$ cat src/rtl/upw_in_conditioner_if.sv
// Pad-input conditioning bus: raw pad inputs and bypass in, debounced level and edge pulses out.
interface upw_in_conditioner_if #(
  parameter int NUM_INS = 3
);
  logic [NUM_INS-1:0] io_in;
  logic               db_bypass;
  logic [NUM_INS-1:0] in_level;
  logic [NUM_INS-1:0] in_rise;
  logic [NUM_INS-1:0] in_fall;

  modport master (
    output io_in,
    output db_bypass,
    input  in_level,
    input  in_rise,
    input  in_fall
  );

  modport slave (
    input  io_in,
    input  db_bypass,
    output in_level,
    output in_rise,
    output in_fall
  );
endinterface

$ cat src/rtl/upw_in_conditioner.sv
// Per-pad 2-flop synchronizer and debounce FSM producing a registered stable level
// with one-cycle rise/fall pulses for the counter control logic.
module upw_in_conditioner #(
  parameter int NUM_INS         = 3,
  parameter int DEBOUNCE_CYCLES = 1000
) (
  input  logic                 clk,
  input  logic                 rst_n,
  upw_in_conditioner_if.slave  bus
);
  localparam int CNT_W = $clog2(DEBOUNCE_CYCLES + 1);
  localparam logic [CNT_W-1:0] CNT_LAST = CNT_W'(DEBOUNCE_CYCLES - 1);
  localparam logic [CNT_W-1:0] CNT_ONE  = CNT_W'(1);

  // state     | meaning
  // STABLE_LO | accepted low; CHK_HI counting high samples; STABLE_HI / CHK_LO mirror
  typedef enum logic [1:0] {STABLE_LO, CHK_HI, STABLE_HI, CHK_LO} state_t;

  state_t             state_q [NUM_INS];
  state_t             state_d [NUM_INS];
  logic [CNT_W-1:0]   cnt_q   [NUM_INS];
  logic [CNT_W-1:0]   cnt_d   [NUM_INS];
  logic [NUM_INS-1:0] s1, s2;
  logic [NUM_INS-1:0] level_q, rise_q, fall_q;
  logic [NUM_INS-1:0] level_d, rise_d, fall_d;

  always_ff @(posedge clk or negedge rst_n) begin
    if (!rst_n) begin
      s1      <= '0;
      s2      <= '0;
      level_q <= '0;
      rise_q  <= '0;
      fall_q  <= '0;
      for (int i = 0; i < NUM_INS; i++) begin
        state_q[i] <= STABLE_LO;
        cnt_q[i]   <= '0;
      end
    end else begin
      s1      <= bus.io_in;
      s2      <= s1;
      level_q <= level_d;
      rise_q  <= rise_d;
      fall_q  <= fall_d;
      for (int i = 0; i < NUM_INS; i++) begin
        state_q[i] <= state_d[i];
        cnt_q[i]   <= cnt_d[i];
      end
    end
  end

  always_comb begin
    for (int i = 0; i < NUM_INS; i++) begin
      state_d[i] = state_q[i];
      cnt_d[i]   = '0;
      if (bus.db_bypass) begin
        state_d[i] = s2[i] ? STABLE_HI : STABLE_LO;
      end else begin
        case (state_q[i])
          STABLE_LO: if (s2[i]) begin
            state_d[i] = CHK_HI;
            cnt_d[i]   = CNT_ONE;
          end
          CHK_HI: begin
            if (!s2[i])                 state_d[i] = STABLE_LO;
            else if (cnt_q[i] == CNT_LAST) state_d[i] = STABLE_HI;
            else                        cnt_d[i]   = cnt_q[i] + CNT_ONE;
          end
          STABLE_HI: if (!s2[i]) begin
            state_d[i] = CHK_LO;
            cnt_d[i]   = CNT_ONE;
          end
          CHK_LO: begin
            if (s2[i])                  state_d[i] = STABLE_HI;
            else if (cnt_q[i] == CNT_LAST) state_d[i] = STABLE_LO;
            else                        cnt_d[i]   = cnt_q[i] + CNT_ONE;
          end
          default: state_d[i] = STABLE_LO;
        endcase
      end
    end
  end

  // Pulses derive from the level change itself, so rise and fall are mutually exclusive.
  always_comb begin
    level_d = level_q;
    for (int i = 0; i < NUM_INS; i++) begin
      if (bus.db_bypass)
        level_d[i] = s2[i];
      else if (state_q[i] == CHK_HI && s2[i] && cnt_q[i] == CNT_LAST)
        level_d[i] = 1'b1;
      else if (state_q[i] == CHK_LO && !s2[i] && cnt_q[i] == CNT_LAST)
        level_d[i] = 1'b0;
    end
    rise_d = level_d & ~level_q;
    fall_d = ~level_d & level_q;
  end

  assign bus.in_level = level_q;
  assign bus.in_rise  = rise_q;
  assign bus.in_fall  = fall_q;
endmodule

$ cat src/flat_wrapper.sv
// flat-port wrapper written by rule: the top's interface ports become plain ports
module upw_in_conditioner_flat 
#(
  parameter int NUM_INS         = 3,
  parameter int DEBOUNCE_CYCLES = 1000
)
  (clk, rst_n, bus_io_in, bus_db_bypass, bus_in_level, bus_in_rise, bus_in_fall);
  upw_in_conditioner_if #(.NUM_INS(NUM_INS)) bus_i ();
  input  logic clk;
  input  logic rst_n;
  input wire logic [$bits(bus_i.io_in)-1:0] bus_io_in;
  input wire logic [$bits(bus_i.db_bypass)-1:0] bus_db_bypass;
  output wire logic [$bits(bus_i.in_level)-1:0] bus_in_level;
  output wire logic [$bits(bus_i.in_rise)-1:0] bus_in_rise;
  output wire logic [$bits(bus_i.in_fall)-1:0] bus_in_fall;
  assign bus_i.io_in = bus_io_in;
  assign bus_i.db_bypass = bus_db_bypass;
  assign bus_in_level = bus_i.in_level;
  assign bus_in_rise = bus_i.in_rise;
  assign bus_in_fall = bus_i.in_fall;
  upw_in_conditioner #(.NUM_INS(NUM_INS), .DEBOUNCE_CYCLES(DEBOUNCE_CYCLES)) u_core (.clk(clk), .rst_n(rst_n), .bus(bus_i));
endmodule
$ cat config.mk
export PLATFORM = sky130hd
export DESIGN_NAME = upw_in_conditioner_flat
export DESIGN_NICKNAME = d
export VERILOG_FILES = /design/src/rtl/upw_in_conditioner_if.sv /design/src/rtl/upw_in_conditioner.sv /design/src/flat_wrapper.sv
export SDC_FILE = /design/constraint.sdc
export NUM_CORES = 1
export LEC_CHECK = 0
export CAP_MARGIN = 20
export CORE_MARGIN = 8
export CORE_UTILIZATION = 40
export DETAILED_ROUTE_END_ITERATION = 10
export GPL_TIMING_DRIVEN = 0
export HOLD_SLACK_MARGIN = 0.08
export MAX_ROUTING_LAYER = met4
export PLACE_DENSITY = 0.65
export RECOVER_POWER = 100
export SYNTH_ARGS = -nofsm -noshare
export SYNTH_HDL_FRONTEND = slang
export SYNTH_SLANG_ARGS = --single-unit
$ cat constraint.sdc
create_clock -name clk -period 4.08 [get_ports clk]
set_input_delay 0.816 -clock clk [delete_from_list [all_inputs] [get_ports clk]]
set_output_delay 0.816 -clock clk [all_outputs]
set_load 0.01 [all_outputs]
==> metrics.cfg <==
[run_status]
status = completed

[power_and_ir_drop]
p_leak_nw = 1.10
fin_total_pwr_w = 0.000955
peakVddDrop_mv = 0.224
powerDensity_nw_per_um2 = 345

[hold_path]
min_path_type = flip-flop to flip-flop

[global_routing]
grt.overflow.total = 0
grt.total_usage = 0.115
grt_max_degree = 34
grt_pass1_wl_mm = 7.98
grt_pass1_vias = 1658
antenna_found_initial = 0

[die]
die_area_um2 = 8830
num_rows = 28
core_um2 = 5890
ios = 15
die_x_um = 94.0
die_height_um = 94.0
initial_core_util = 0.413

[synth]
synth_seq_area_share = 0.525
async_flop_share = 1.00
synth.avg_cell_area_um2 = 11.2
synth_edf_count = 0
synth_cell_types = 47
synthesis.area_um2 = 2430
syn-instance-count = 218
ys_seq_elements = 51
syn_nets = 227
yosys_most_used_dff = dfrtp_1
ys_warn_count = 0

[cts]
clk_latency_ns = 0.30
clk_pin_slew_worst_paths_ns = 0.09
postCtsSetupBuffers = 0
clock-root-buffer = clkbuf_8
clock_path_buffers = 2
cts_sinks = 51
cts_tree = built
hold_buffers = 0
cts_resized = 0
cts_max_level = 2
cts_made_buffers = 5

[sta]
setup_violations = 0
drv_slew = 0
timing_worst_slew_pin_value_ns = 1.23
finalHoldWorstSlack_ns = 0.356
hold_viol = 0
fin_crit_ns = 2.15
slew_headroom = 0.176
rsz0062_at_grt = no
fmax_mhz = 465
tns_ns = 0
skew_ns = 0.0101
fin_crit_sh = 0.527

[worst_setup_path]
critical_path_required_ns = 3.26
cp-start-kind = flip-flop
cp_cell_sequence = dlygate4sd3_1
slowest_stage = dlygate4sd3_1
cp_top_family = buffers and inverters
cp_max_fo = 4
slowest_delay_ns = 0.62
crit_path_end_kind = primary output
critPathBufInv = 1
path_class = flip-flop to primary output
crit_arrival_ns = 1.34

[final_layout]
layout.nets = 248
diodes = 0
layout_commonest_cell = dfrtp_1
layout-drive-gt1-share = 0.0962
fin_util = 0.470
mostFrequentLayoutCells = dfrtp_1 (51), a211oi_1 (13), dlygate4sd3_1 (12)
area_growth_syn_to_layout_pct = 13.8

[routing]
routed_wl_mm = 4.54
drt_first_pass_iters = 4
vias_per_cell = 5.65
antenna_left = 0
drc = 0
vias = 1774
drt_iter0_drc = 93
wl_per_cell_um = 14.4

[place]
gp_congestion = 0.825
dp_hpwl_mm = 3.18
portBuffers = 13

[job]
drv_cap = 0

cell usage after synthesis, drive strengths merged, types with 2 or more instances:
cell type | count | area [um2]
ha | 3 | 37.5
a41oi | 4 | 35.0
nand3 | 11 | 60.1
nor3 | 11 | 60.1
or4 | 6 | 48.8
nand3b | 5 | 37.5
nor2b | 3 | 18.8
a211oi | 15 | 123
inv | 7 | 26.3
nand2 | 9 | 33.8
nand2b | 4 | 25.0
a31o | 4 | 35.0
o31ai | 7 | 52.6
and2 | 2 | 12.5
nand4 | 6 | 50.0
clkbuf | 3 | 11.3
xor2 | 7 | 61.3
dfrtp | 51 | 1280
and4 | 3 | 27.5
and3b | 2 | 17.5
a21oi | 7 | 35.0
or3 | 9 | 57.6
a31oi | 2 | 12.5
and3 | 3 | 18.8
xnor2 | 4 | 35.0
and4bb | 2 | 25.0
o21ai | 10 | 50.1
mux2 | 2 | 22.5
nor3b | 4 | 30.0
buf | 2 | 10.0
layout make-up:
cell class / count / area [um2]
Fill cell: 556 / 3120
Sequential cell: 51 / 1280
Multi-Input combinational cell: 155 / 1100
Timing Repair Buffer: 14 / 144
Tap cell: 75 / 93.8
Clock buffer: 5 / 68.8
Clock inverter: 2 / 37.5
Inverter: 7 / 26.3
Buffer: 5 / 18.8
worst paths after layout:
path,startpoint,end,slack [ns],cells after the start
max reg2reg,u_core.cnt_q[10],u_core.state_q[2],2.02,4
max in group asynchronous,rst_n,u_core.cnt_q[17],2.70,2
min reg2reg,u_core.s1[1],u_core.s2[1],0.36,0
min,u_core.s1[1],u_core.s2[1],0.36,0
min in group asynchronous,rst_n,u_core.cnt_q[2],0.68,1
max,u_core.bus.in_level[1],bus_in_level[1],1.93,1
metrics by stage:
stage / std cells / setup WS, ns / cell area, um2
after detailed placement: 307 / 2.11 / 2670
after CTS: 314 / 1.97 / 2780
after floorplan: 218 / 2.42 / 2430
final: 314 / 1.93 / 2770
after global routing: 314 / 1.86 / 2770
after global placement: 306 / 0.695 / 2660
sequential cells by signal, indices dropped and copies added, names as in the netlist, named ones only:
name,cells
u_core.cnt_q,30
u_core.bus.in_rise,3
u_core.state_q,3
u_core.s1,3
u_core.bus.in_level,3
u_core.s2,3
u_core.bus.in_fall,3
routing by layer:
metal  share of wire  global-route usage  vias to the layer above  routed length, um
li1                -                   -                      885                  -
met1            0.51               0.155                      849               2320
met2            0.44               0.165                       35               2000
met3           0.035              0.0216                        5                159
met4           0.014              0.0489                        0                 62
met5               0                   -                        -                  0
report_power, final:
group / leakage, nW / total, W / switching [W] / internal, W
combinational: 0.375 / 0.0000735 / 0.0000391 / 0.0000343
sequential: 0.675 / 0.000542 / 0.0000181 / 0.000524
clock: 0.0502 / 0.000339 / 0.000159 / 0.000179
cells by family (layout without fill, tap and decap cells):
logic type               after synthesis  in the layout  synth area share
AO/OA/AOI/OAI                         56             56             0.167
XOR/XNOR                              11             11            0.0396
buffers and inverters                 12             33            0.0195
flip-flops                            51             51             0.525
multiplexers                           3              3            0.0134
adder cells (fa/ha/maj)                3              3            0.0154
AND/OR/NAND/NOR                       82             82             0.221
Power figures use the tool's default switching activity.
